File: config.mk
export PLATFORM = sky130hd
export DESIGN_NAME = bus_uart65
export DESIGN_NICKNAME = d
export VERILOG_FILES = /design/src/rtl/bus_uart65.sv
export SDC_FILE = /design/constraint.sdc
export NUM_CORES = 1
export LEC_CHECK = 0
export ABC_AREA = 1
export BUFFER_PORTS_ARGS = -buffer_cell sky130_fd_sc_hd__buf_2
export CAP_MARGIN = 5
export CORE_MARGIN = 8
export CORE_UTILIZATION = 54
export CTS_CLUSTER_SIZE = 16
export DETAILED_ROUTE_END_ITERATION = 8
export PLACE_DENSITY = 0.75
export SYNTH_ARGS = -nofsm -noshare
export SYNTH_HDL_FRONTEND = slang
export SYNTH_SLANG_ARGS = --single-unit
export TNS_END_PERCENT = 100
File: constraint.sdc
create_clock -name clk_i -period 1.6 [get_ports clk_i]
set_clock_uncertainty 0.15 [all_clocks]
set_input_delay 0.08 -clock clk_i [delete_from_list [all_inputs] [get_ports clk_i]]
set_output_delay 0.08 -clock clk_i [all_outputs]
set_load 0.005 [all_outputs]
File: src/rtl/bus_uart65.sv
// bus_uart65: 6502-bus UART responder. Four byte registers (DATA, STATUS,
// CTRL, DIV), 8N1 framing at 16x oversampling, registered active-low IRQ.
//
// TX states:
//   state    | meaning
//   TX_IDLE  | line high, waiting for THR to be filled (TDRE=0)
//   TX_START | driving the start bit (low) for 16 ticks
//   TX_DATA  | shifting 8 data bits LSB first, 16 ticks each
//   TX_STOP  | driving the stop bit (high) for 16 ticks
//
// RX states:
//   state    | meaning
//   RX_IDLE  | waiting for a synchronised 1->0 edge on rxd
//   RX_START | qualifying the start bit at its mid point
//   RX_DATA  | sampling 8 data bits LSB first, one per 16 ticks
//   RX_STOP  | sampling the stop bit, then storing the byte

module bus_uart65 #(
    parameter logic [7:0] DIV_RESET  = 8'd12,
    parameter int         OVERSAMPLE = 16
) (
    input  logic       clk_i,
    input  logic       rst_n,
    input  logic       cs,
    input  logic [1:0] A,
    input  logic       RWn,
    input  logic       strobe,
    input  logic [7:0] D_i,
    output logic [7:0] D_o,
    output logic       D_oe,
    output logic       IRQn,
    output logic       txd,
    input  logic       rxd
);

    localparam logic [3:0] LAST_TICK = 4'(OVERSAMPLE - 1);
    localparam logic [3:0] MID_TICK  = 4'(OVERSAMPLE / 2 - 1);

    typedef enum logic [1:0] {TX_IDLE, TX_START, TX_DATA, TX_STOP} tx_state_t;
    typedef enum logic [1:0] {RX_IDLE, RX_START, RX_DATA, RX_STOP} rx_state_t;

    // bus decode
    logic wr_en, rd_en;
    logic wr_data, wr_status, wr_ctrl, wr_div, rd_data;

    assign wr_en     = cs & ~RWn & strobe;
    assign rd_en     = cs &  RWn & strobe;
    assign wr_data   = wr_en & (A == 2'd0);
    assign wr_status = wr_en & (A == 2'd1);
    assign wr_ctrl   = wr_en & (A == 2'd2);
    assign wr_div    = wr_en & (A == 2'd3);
    assign rd_data   = rd_en & (A == 2'd0);

    // configuration registers
    logic       txie, rxie;
    logic [7:0] div_reg;

    // baud generator
    logic [7:0] baud_cnt;
    logic       tick;

    // transmitter
    tx_state_t  tx_state;
    logic [7:0] thr;
    logic [7:0] tx_shift;
    logic       tdre;
    logic [3:0] tx_ticks;
    logic [2:0] tx_bit;

    // receiver
    rx_state_t  rx_state;
    logic       rx_sync1, rx_sync2, rx_prev;
    logic [7:0] rx_shift;
    logic [7:0] rdr;
    logic       rdrf, ovr, fe;
    logic [3:0] rx_ticks;
    logic [2:0] rx_bit;

    logic [7:0] status;

    // CTRL and DIV register writes
    always_ff @(posedge clk_i) begin
        if (!rst_n) begin
            txie    <= 1'b0;
            rxie    <= 1'b0;
            div_reg <= DIV_RESET;
        end else begin
            if (wr_ctrl) begin
                txie <= D_i[1];
                rxie <= D_i[0];
            end
            if (wr_div) begin
                div_reg <= D_i;
            end
        end
    end

    // baud down-counter; a DIV change is only picked up at the next reload
    assign tick = (baud_cnt == 8'd0);

    always_ff @(posedge clk_i) begin
        if (!rst_n) begin
            baud_cnt <= DIV_RESET;
        end else if (tick) begin
            baud_cnt <= div_reg;
        end else begin
            baud_cnt <= baud_cnt - 8'd1;
        end
    end

    // transmit FSM plus THR/TDRE holding register
    always_ff @(posedge clk_i) begin
        if (!rst_n) begin
            tx_state <= TX_IDLE;
            thr      <= 8'h00;
            tx_shift <= 8'h00;
            tdre     <= 1'b1;
            tx_ticks <= 4'd0;
            tx_bit   <= 3'd0;
            txd      <= 1'b1;
        end else begin
            case (tx_state)
                TX_IDLE: begin
                    txd <= 1'b1;
                    if (!tdre) begin
                        tx_shift <= thr;
                        tdre     <= 1'b1;
                        tx_ticks <= 4'd0;
                        txd      <= 1'b0;
                        tx_state <= TX_START;
                    end
                end
                TX_START: begin
                    if (tick) begin
                        if (tx_ticks == LAST_TICK) begin
                            tx_ticks <= 4'd0;
                            tx_bit   <= 3'd0;
                            txd      <= tx_shift[0];
                            tx_state <= TX_DATA;
                        end else begin
                            tx_ticks <= tx_ticks + 4'd1;
                        end
                    end
                end
                TX_DATA: begin
                    if (tick) begin
                        if (tx_ticks == LAST_TICK) begin
                            tx_ticks <= 4'd0;
                            if (tx_bit == 3'd7) begin
                                txd      <= 1'b1;
                                tx_state <= TX_STOP;
                            end else begin
                                tx_bit   <= tx_bit + 3'd1;
                                tx_shift <= {1'b0, tx_shift[7:1]};
                                txd      <= tx_shift[1];
                            end
                        end else begin
                            tx_ticks <= tx_ticks + 4'd1;
                        end
                    end
                end
                TX_STOP: begin
                    if (tick) begin
                        if (tx_ticks == LAST_TICK) begin
                            tx_ticks <= 4'd0;
                            tx_state <= TX_IDLE;
                        end else begin
                            tx_ticks <= tx_ticks + 4'd1;
                        end
                    end
                end
                default: tx_state <= TX_IDLE;
            endcase
            // a CPU write beats the load-clock TDRE set so a freshly queued byte is never dropped
            if (wr_data) begin
                thr  <= D_i;
                tdre <= 1'b0;
            end
        end
    end

    // two-flop synchroniser on rxd plus one delayed copy for edge detection
    always_ff @(posedge clk_i) begin
        if (!rst_n) begin
            rx_sync1 <= 1'b1;
            rx_sync2 <= 1'b1;
            rx_prev  <= 1'b1;
        end else begin
            rx_sync1 <= rxd;
            rx_sync2 <= rx_sync1;
            rx_prev  <= rx_sync2;
        end
    end

    // receive FSM plus RDR and the RDRF/OVR/FE status flags
    always_ff @(posedge clk_i) begin
        if (!rst_n) begin
            rx_state <= RX_IDLE;
            rx_shift <= 8'h00;
            rdr      <= 8'h00;
            rdrf     <= 1'b0;
            ovr      <= 1'b0;
            fe       <= 1'b0;
            rx_ticks <= 4'd0;
            rx_bit   <= 3'd0;
        end else begin
            if (rd_data) begin
                rdrf <= 1'b0;
                ovr  <= 1'b0;
            end
            if (wr_status) begin
                ovr <= 1'b0;
                fe  <= 1'b0;
            end
            case (rx_state)
                RX_IDLE: begin
                    if (rx_prev && !rx_sync2) begin
                        rx_ticks <= 4'd0;
                        rx_state <= RX_START;
                    end
                end
                RX_START: begin
                    if (tick) begin
                        if (rx_ticks == MID_TICK) begin
                            rx_ticks <= 4'd0;
                            rx_bit   <= 3'd0;
                            rx_state <= rx_sync2 ? RX_IDLE : RX_DATA;
                        end else begin
                            rx_ticks <= rx_ticks + 4'd1;
                        end
                    end
                end
                RX_DATA: begin
                    if (tick) begin
                        if (rx_ticks == LAST_TICK) begin
                            rx_ticks <= 4'd0;
                            rx_shift <= {rx_sync2, rx_shift[7:1]};
                            rx_bit   <= rx_bit + 3'd1;
                            if (rx_bit == 3'd7) begin
                                rx_state <= RX_STOP;
                            end
                        end else begin
                            rx_ticks <= rx_ticks + 4'd1;
                        end
                    end
                end
                RX_STOP: begin
                    if (tick) begin
                        if (rx_ticks == LAST_TICK) begin
                            rx_ticks <= 4'd0;
                            rx_state <= RX_IDLE;
                            if (!rx_sync2) begin
                                fe <= 1'b1;
                            end
                            // a DATA read in this same clock has already consumed the old byte
                            if (!rdrf || rd_data) begin
                                rdr  <= rx_shift;
                                rdrf <= 1'b1;
                            end else begin
                                ovr <= 1'b1;
                            end
                        end else begin
                            rx_ticks <= rx_ticks + 4'd1;
                        end
                    end
                end
                default: rx_state <= RX_IDLE;
            endcase
        end
    end

    // registered interrupt request
    always_ff @(posedge clk_i) begin
        if (!rst_n) begin
            IRQn <= 1'b1;
        end else begin
            IRQn <= ~((rdrf & rxie) | (tdre & txie));
        end
    end

    assign status = {~IRQn, 2'b00, tdre, rdrf, ovr, fe, 1'b0};
    assign D_oe   = cs & RWn;

    // read data mux, zero whenever the bus is not being read
    always_comb begin
        D_o = 8'h00;
        if (cs && RWn) begin
            case (A)
                2'd0:    D_o = rdr;
                2'd1:    D_o = status;
                2'd2:    D_o = {6'b000000, txie, rxie};
                default: D_o = div_reg;
            endcase
        end
    end

endmodule
After elaboration in Yosys (flattened, before gate mapping)
Index checks and enable logic that the tools add are counted.

cells by class
  bitwise logic cells = 15
  equal/unequal tests = 33
  reductions and logical operators = 26
  $add $sub $neg = 5
  mux-type cells = 73

operator list
  kind                 count
  $mux 8               6
  $mux 2               17
  $ne 2x2->1 const B   17
  $mux 4               8
  $mux 3               9
  $mux 1               24
  $pmux 8 s3           1
  $pmux 2 s4           2
  $pmux 8 s2           1
  $reduce_and 8->1     2
  $reduce_and 5->1     3
  $eq 2x2->1 const B   6
  $pmux 3 s2           2
  $pmux 4 s3           1
  $and 1x1->1          11
  $add 4x1->4 const B  2
  $eq 4x4->1 const B   2
  $logic_not 8->1      1
  $pmux 4 s2           1
  $reduce_bool 2->1    4
  $sub 8x1->8 const B  1
  $add 3x1->3 const B  2
  $eq 2x1->1 const B   3
  $eq 3x3->1 const B   2
  16 further kinds     24

storage, ports and cells
  bits of input ports = 16
  output and inout bits = 11
  register bits after elaboration = 77
  word-level logic and storage cells = 175

Logic depth before layout (Yosys ltp)
Gate-level depths: netlist of the first run.

  depth after elaboration = 9
  depth in mapped cells = 11
  mapped depth without buffers = 10

Worst setup path after synthesis of the first run
OpenSTA, ideal clock, no wires.

  kind = register to register
  from = register tx_state[0]
  to = register tx_shift[2]
  setup time = 116 ps
  slack = -64 ps
  stages on the path, launching flop included = 9
  required time = 1,334 ps
  clock period less this slack = 1,664 ps
  data arrival time = 1,398 ps
  path buffers = 3
  path through = dfxtp_1 -> inv_1 -> ha_1 -> clkbuf_1 -> buf_2 -> buf_2 -> o21ai_0 -> o21ai_0 -> nor2_1

on the way
  cells in the longest elaborated chain, start to end = 3
  elaborated cells between the ends (all ways) = 9
  those cells by class = eq/ne: 5; mux: 1; reduce/logical: 3

RTL lines
  element                                                           RTL line  RTL
  start, declared                                                   63        tx_state_t tx_state;
  start signal, assigned                                            114       tx_state <= TX_IDLE;
  start signal, assigned                                            130       tx_state <= TX_START;
  start signal, assigned                                            139       tx_state <= TX_DATA;
  $eq 2x2->1 or $logic_not 2->1 (tied branches)                     122       case (tx_state)
  $ne 2x2->1 (no source line) or $reduce_bool 2->1 (tied branches)  n/a
  $reduce_and 5->1 (no source line)                                 n/a
  end signal, assigned                                              126       tx_shift <= thr;
  end signal, assigned                                              154       tx_shift <= {1'b0, tx_shift[7:1]};
  end, declared                                                     65        logic [7:0] tx_shift;

Several ways; a longest one is shown, not always the timed one.
A chain may end at the register's enable or synchronous reset.

Worst setup path in the final report of the first run
  from = register baud_cnt[4]
  to = register tx_bit[2]

on the way
  cells in the longest elaborated chain, start to end = 3
  elaborated cells between the ends (all ways) = 4
  those cells by class = eq/ne: 2; reduce/logical: 2

RTL lines
  element                              RTL line  RTL
  start, declared                      59        logic [7:0] baud_cnt;
  start signal, assigned               105       baud_cnt <= div_reg;
  start signal, assigned               107       baud_cnt <= baud_cnt - 8'd1;
  $logic_not 8->1 *                    99        assign tick = (baud_cnt == 8'd0);
  $ne 2x2->1 (no source line)          n/a
  $reduce_and 6->1 (no source line) *  n/a
  end signal, assigned                 153       tx_bit <= tx_bit + 3'd1;
  end, declared                        68        logic [2:0] tx_bit;

Every way passes the cells marked *; elsewhere a longest branch is shown, timed or not.

==> results of run 1 <==
per-layer routing:
metal / track usage / share of wire / vias to the layer above
met2: 0.325 / 0.50 / 86
met3: 0.0314 / 0.038 / 12
li1: - / - / 1877
met4: 0.0792 / 0.017 / 0
met1: 0.239 / 0.45 / 1667
met5: 0 / 0 / -
logic make-up after synthesis:
family          Yosys count
fa+ha+maj                13
buf+inv                  94
flops                    77
simple gates            244
compound gates          110
xor+xnor                  2
worst paths after layout:
kind | endpoint | cells past startpoint
worst max-delay path | tx_bit[2]$_SDFFE_PN0P_ | 7
worst min-delay path | fe$_SDFF_PN0_ | 6
worst max register to register | tx_bit[2]$_SDFFE_PN0P_ | 7
worst min register to register | rx_sync2$_SDFF_PN1_ | 1
power breakdown:
group	leakage, nW	internal (mW)	total [mW]	switching [mW]
clock	0.0881	0.584	1.37	0.782
combinational	1.41	0.784	1.84	1.06
sequential	0.627	2.10	2.21	0.109
synthesized netlist by cell type (2+ instances only):
library cell	count
o211ai_1	4
nor2_2	18
a31oi_1	2
nor2_1	62
inv_2	8
nand3b_1	2
nor2_4	3
nor3_1	2
nand3_1	20
dfxtp_1	77
o21ai_1	9
or2_2	4
buf_2	4
nand3_2	4
o21ai_0	49
nand2_1	116
nand4_1	7
nand2_2	4
clkbuf_1	9
a21oi_1	41
inv_1	70
ha_1	13
layout make-up:
class,instances,area (sq um),area share
Clock buffer,9,124,0.0259
Sequential cell,77,1550,0.324
Inverter,78,300,0.0628
Timing Repair Buffer,80,593,0.124
Multi-Input combinational cell,370,2040,0.426
Clock inverter,7,57.6,0.0120
Tap cell,96,120,0.0251
cells in the final DEF (no fill, tap or decap), drive strengths merged:
master / netlist / final
clkinvlp: 0 / 2
o2111ai: 1 / 1
nand3: 25 / 25
nand3b: 2 / 2
o211ai: 4 / 4
dlygate4sd3: 0 / 12
or2: 4 / 4
buf: 7 / 68
ha: 13 / 13
clkbuf: 9 / 9
a21oi: 41 / 41
o21ai: 58 / 58
inv: 78 / 81
o21a: 1 / 1
dfxtp: 77 / 77
o221ai: 1 / 1
clkinv: 0 / 2
xnor2: 1 / 1
nor3: 2 / 2
nor2: 84 / 84
xor2: 1 / 1
nand2: 120 / 121
nand4: 7 / 7
o22ai: 1 / 1
a31oi: 3 / 3
worst min-delay path: stages:
cell and delay (ps):
buf_2 100, nand2_1 60, nor2_2 50, nand2_1 70
nand3_1 70, o21ai_0 60
metrics by stage:
stage                     setup WS [ps]  hold slack (ps)  power [mW]  setup TNS (ps)
final                             -23.2             30.1        5.42           -94.7
after global routing               -101             85.3        5.79           -1210
after CTS                         -22.3             21.8        5.24           -44.9
after detailed placement           -182              122        3.73           -3520
after global placement             -104              119        3.67           -1670
after floorplan                    4.01             36.6        3.26               0
timing repair:
item / in CTS / in global routing
hold endpoints to repair: 26 / 0
gates cloned: 1 / 0
pin swaps: 10 / 9
endpoints found under the setup margin: 38 / 50
hold buffers: 12 / 0
buffers inserted: 6 / 2
gates resized for setup: 28 / 44
==> results.txt, run 1 <==
- # diodes: 0
* Critical setup path kind: flip-flop to flip-flop
- Overflow left after global routing: 0
* Detailed-route DRC error count: 0
* Depth of the CTS H-tree: 3
- VDD sags by at most roughly 570 uV.
- The core region is 6790 sq um.
* Outcome: finished, violations left
* Max-cap violations: 0
- Crit-path leading delay family: simple AND/OR/NAND/NOR gates
- Worst-case clock buffer depth: 2
- TritonCTS clock tree: yes
- The post-synthesis compound-gate area fraction was 0.154.
- Worst skew pair latency: between 300 and 400 ps
- Setup repair after global routing could not meet its margin everywhere.
- Worst setup EP type: flip-flop
* Post-synth EDFFs: 0
- The detail route stage leaves a number of antenna-violating nets equal to 0.
- Yosys warnings: 0
- Adder-Cell Fraction of Synth Area: 0.0430
- Fill cells in the final layout number 527.
* Failing checks: setup timing
* Number of DRC markers after the initial detailed-route iteration: 255
- Excluding fillers, the count of instances in the completed layout stands at about 700.
- Top-area cell type share of the netlist area: 0.407
- For the pin with the worst max-slew slack, the measured transition is 314 ps.
- The number of global-route vias before repair was 3415.
- The netlist uses 34 different library cells.
- Power density over the cells: around 1100 nW/um^2
- In this run the worst path has a maximum fanout of 6.
- Combinational family with the most area after synthesis: simple AND/OR/NAND/NOR gates
- The first global-routing pass estimated roughly 16 mm of wire.
- Syn_nets: 569
- Routability-driven placement finished with a final weighted congestion of 0.868.
- After routing the design area is ~4800 sq um.
- Counting both buffers and inverters, the worst setup path holds a total of 1.
- Setup violations remaining at the end of the flow were counted as 9.
* Final hold violation count: 0
- The initial antenna violation count came to 0.
- Most area-hungry cell type in the Yosys netlist: dfxtp_1
- Fraction of the core area covered by cells at the end of the flow: 0.704
- Of the cells placed in the final design, the portion with a size suffix greater than 1 is 0.269.
- Timing would allow up to 616 MHz.
- Final period utilization: 1.01
* Root buf cell: clkbuf_8
* Fin. max-slew vios: 0
- The share of the Yosys chip area taken by registers is 0.407.
- The largest individual stage delay along the critical path comes from the cell dfxtp_2.
* Proportion of register bits with asynchronous set or reset after synthesis: 0
* Beginning of the critical path: baud_cnt[4]$_SDFF_PN0_
- All-layer global routing usage: 0.194
- The startpoint identified for the worst register-to-register timing path is baud_cnt[4]$_SDFF_PN0_.
- Critical Path Start Type: flip-flop
* Share of cell area taken by muxes after synthesis: 0
- Summing every instance area after synthesis gives 3780 sq um.
- In the post-synthesis netlist, the biggest area contributors are dfxtp_1 41%, nand2_1 12%, inv_1 6.9%, o21ai_0 6.5%, nor2_1 6.2%.
- The min-delay analysis places its worst path in the category input pin to flip-flop.
- Synthesis handed over a netlist of 540 instances.
- Measured against its own limit, the worst slew margin works out to 0.790.
- Of the total synthesized cell area, the portion taken by XOR and XNOR cells is 0.00463.
- Walking the worst path, the cells encountered are nor2_4 > nand2_4 > nor2_8 > buf_6 > nand4_1 > o21ai_1 > nor2_1.
* Critical Path AT: 1720 ps
- Detail-routed net length per standard cell: 13.1 microns
- Entering global routing, the biggest net connects 36 pins.
* Final setup slack of the worst path: -23.2 ps
* Most frequently used flop master after synthesis: dfxtp_1
- The wire-length estimate of the detail-placed layout is 6.48 mm.
* Static leakage: 2.12 nW
- Clock tree synthesis inserted a total of 9 buffers.
- For this run, the slowest stage of the critical path takes 350 ps.
- After clock tree synthesis, the clock-pin slew on the worst setup and hold paths is about 90 ps.
- Once placement finished, the instance area stood at 4230 sq um.
- The count of buffers added on input and output ports is 26.
- Required time at the worst-slack endpoint: 1700 ps
- DRT Wirelength: 9.37 mm
* Avg Vias per Cell: 5.08
- The initial utilization of the core area, before any placement, comes to 0.557.
- I/O Pins: 27
- Clock sink total: 77
- From synthesis to final layout, the design area changed by 26.4%.
- The floorplan step set the die width to ~100 microns.
- Measured along the y axis, the die boundary spans 99.7 microns.
- In this run the most critical hold path is launched from cs.
- Num rows: 30
* Placed cell count: 680
- After the last flow step, the layout net total stands at 645.
- Of the total synthesized cell area, the portion taken by AND, OR, NAND and NOR gates is 0.294.
- Time the final worst path needs with I/O delays and setup: about 1600 ps
* Detailed-router iteration count before antenna repair: 5
- In this run the mean area of a mapped cell was around 7 sq um.
- After synthesis the netlist holds a flip-flop and latch count of 77.
- In this run the register-to-register setup slack is -20 ps.
* Number of vias in the routed layout: between 3k and 4k
- Die ar.: 9940 sq um
No activity file was read; power rests on OpenSTA's default activity.
==> run 2: changes to the inputs <==
Settings changed: SKIP_LAST_GASP from default to 1.
==> results.txt, run 2 (same netlist as run 1, synthesis figures left out) <==
- First-pass GRT wire length: 15.7 mm (was 15.8 mm)
- Depth of the CTS H-tree: 3 (unchanged)
- The total overflow reported by the global router was 0 (unchanged).
- # diodes: 0 (unchanged)
- The global-route total usage across every layer came to 0.193 (was 0.194).
- Worst slew margin relative to its limit: 0.792 (was 0.790)
* TritonCTS clock tree: yes (unchanged)
- Layout overhead on the synthesized area: 26.8% (was 26.4%)
- Clock sink total: 77 (unchanged)
* Power density over the cells: 1120 nW/um^2 (was 1130 nW/um^2)
- Final design instance area without fill: 4800 sq um (was 4780 sq um)
- Slowest cell on the critical path: dfxtp_1 (was dfxtp_2)
- The standard cell core area was 6790 sq um (unchanged).
- The vertical die dimension is 99.7 microns (unchanged).
- Counting stages on the worst path, the most repeated cell is nand2_1.
* Net total in the final layout: 645 (unchanged)
- The ratio of cells with drive above 1 in the final layout was 0.277 (was 0.269).
- The detail-routed via count per cell was 5.08 (about the same).
* Num rows: 30 (unchanged)
* Time the final worst path needs with I/O delays and setup: 1630 ps (was 1620 ps)
* Actual transition at the worst max-transition pin: 312 ps (was 314 ps)
- The logic depth of the worst register-to-register path is 10 (was 7).
- DRT Wirelength: 9.36 mm (was 9.37 mm)
- Final hold violation count: 0 (unchanged)
* Detailed-router iteration count before antenna repair: 5 (unchanged)
- Detailed-route DRC error count: 0 (unchanged)
* Failing checks: setup timing (unchanged)
- Final setup slack of the worst path: -26.8 ps (was -23.2 ps)
- The maximum VDD drop is 588 uV (was 569 uV).
- Type of the worst min-delay path: input pin to flip-flop (unchanged)
- The chip width is 99.7 microns (unchanged).
- The maximum operating frequency is 615 MHz (was 616 MHz).
- The largest fanout on the critical path was 5 (was 6).
* Detail-routed net length per standard cell: 13.1 microns (about the same)
* Static leakage: 2.13 nW (was 2.12 nW)
* Clock slew at reported path FFs: 90 ps (about the same)
- Count of input and output buffers: 26 (unchanged)
* Initial antenna violation count: 0 (unchanged)
- Die ar.: 9940 sq um (unchanged)
- Critical Path AT: 1740 ps (was 1720 ps)
- The longest individual stage delay on the worst path was 330 ps (was 350 ps).
- Critical setup path kind: flip-flop to flip-flop (unchanged)
- The required time of the critical path came to 1710 ps (was 1700 ps).
* Hold path cells: 6 (unchanged)
- The count of max-cap constraint violations was 0 (unchanged).
* Fin. max-slew vios: 0 (unchanged)
- The maximum number of pins on one net before global-route repair was 36 (unchanged).
- The total CTS buffers is 9 (unchanged).
- The insertion delay of the later-clocked pin in the worst-skew pair came to 350 ps (about the same).
* Final ANT Viol Nets: 0 (unchanged)
* Critical Path Start Type: flip-flop (unchanged)
- Number of DRC markers after the initial detailed-route iteration: 255 (unchanged)
- The number of global-route vias before repair was 3412 (was 3415).
- Unrepaired setup endpoints after global routing: yes (unchanged).
- The worst-case clock buffer depth came to 2 (unchanged).
- Commonest cells after routing, fill and taps aside: 105 x nand2_1, 67 x dfxtp_1, 67 x inv_1 (was 109 x nand2_1, 70 x dfxtp_1, 67 x inv_1)
- The final HPWL from detailed placement came to 6.48 mm (unchanged).
- The setup slack after placement came to -182 ps (unchanged).
- Number of vias in the routed layout: 3645 (was 3642)
* Hold Slack: 35.8 ps (was 30.1 ps)
- The setup violation total in the final timing report came to 4 (was 9).
- The number of top-level design ports came to 27 (unchanged).
- The post-route fraction of the period consumed by the critical path was 1.02 (was 1.01).
* Initial Utilization: 0.557 (unchanged)
- Cell area after placement: 4230 sq um (unchanged)
- The critical path endpoint category was a flip-flop (unchanged).
- Cell Chain, Critical Path: inv_2 > ha_4 > nand2_4 > nor2_8 > nand3_4 > nor2_4 > buf_6 > nand2_1 > nand2_1 > nor2_2 (was nor2_4 > nand2_4 > nor2_8 > buf_6 > nand4_1 > o21ai_1 > nor2_1).
- Root buf cell: clkbuf_8 (unchanged)
* Most frequent standard cell in the layout excluding fill and tap cells: nand2_1 (unchanged)
- Outcome: finished, violations left (unchanged)
- The final estimated routing congestion in global placement came to 0.868 (unchanged).
## run 2: stage by stage
| step | utilization | power, mW | std cells | TNS, ps |
|---|---|---|---|---|
| after floorplan | - | 3.26 | 540 | 0 |
| after global placement | 0.622 | 3.67 | 680 | -1670 |
| after detailed placement | 0.622 | 3.73 | 680 | -3520 |
| after CTS | 0.685 | 5.24 | 715 | -61.3 |
| after global routing | 0.706 | 5.77 | 717 | -1270 |
| final | 0.706 | 5.39 | 717 | -57.9 |
## run 2: power by group
group	switching (mW)	leakage (nW)	internal (mW)	total, mW
logic	1.04	1.41	0.777	1.82
clock network	0.775	0.0881	0.584	1.36
registers	0.109	0.628	2.11	2.21
## run 2: layout make-up
cell class	count	area, sq um
multi-input cells	370	2060
fillers	523	2000
flip-flops and latches	77	1550
repair buffers	80	586
inverters	78	295
clock buffers	9	124
well taps	96	120
clock inverters	7	57.6
## run 2: critical path, delay by kind of cell, from the launching register on
kind | cells | cell delay [ps]
fa+ha+maj | 1 | 140
buf+inv | 2 | 230
flops | 1 | 330
simple gates | 7 | 680
## run 2: final timing paths
| path | startpoint | endpoint | slack (ps) |
|---|---|---|---|
| setup / recovery | baud_cnt[0]$_SDFF_PN0_ | rdr[3]$_SDFFE_PN0P_ | -30 |
| hold / removal | cs | fe$_SDFF_PN0_ | 40 |
| setup reg to reg | baud_cnt[0]$_SDFF_PN0_ | rdr[3]$_SDFFE_PN0P_ | -30 |
| hold reg to reg | rx_sync1$_SDFF_PN1_ | rx_sync2$_SDFF_PN1_ | 270 |
## run 2: timing repair
item	CTS	global route
endpoints found under the hold margin	26	0
resized for setup	27	43
setup buffers	6	2
endpoints found under the setup margin	38	51
pin swaps	10	11
cloned	1	0
hold buffers	12	0
## run 2: layer usage
layer / global-route usage / share of wire
met1: 0.239 / 0.45
met2: 0.324 / 0.50
met3: 0.0314 / 0.036
met4: 0.0792 / 0.015
met5: 0 / 0
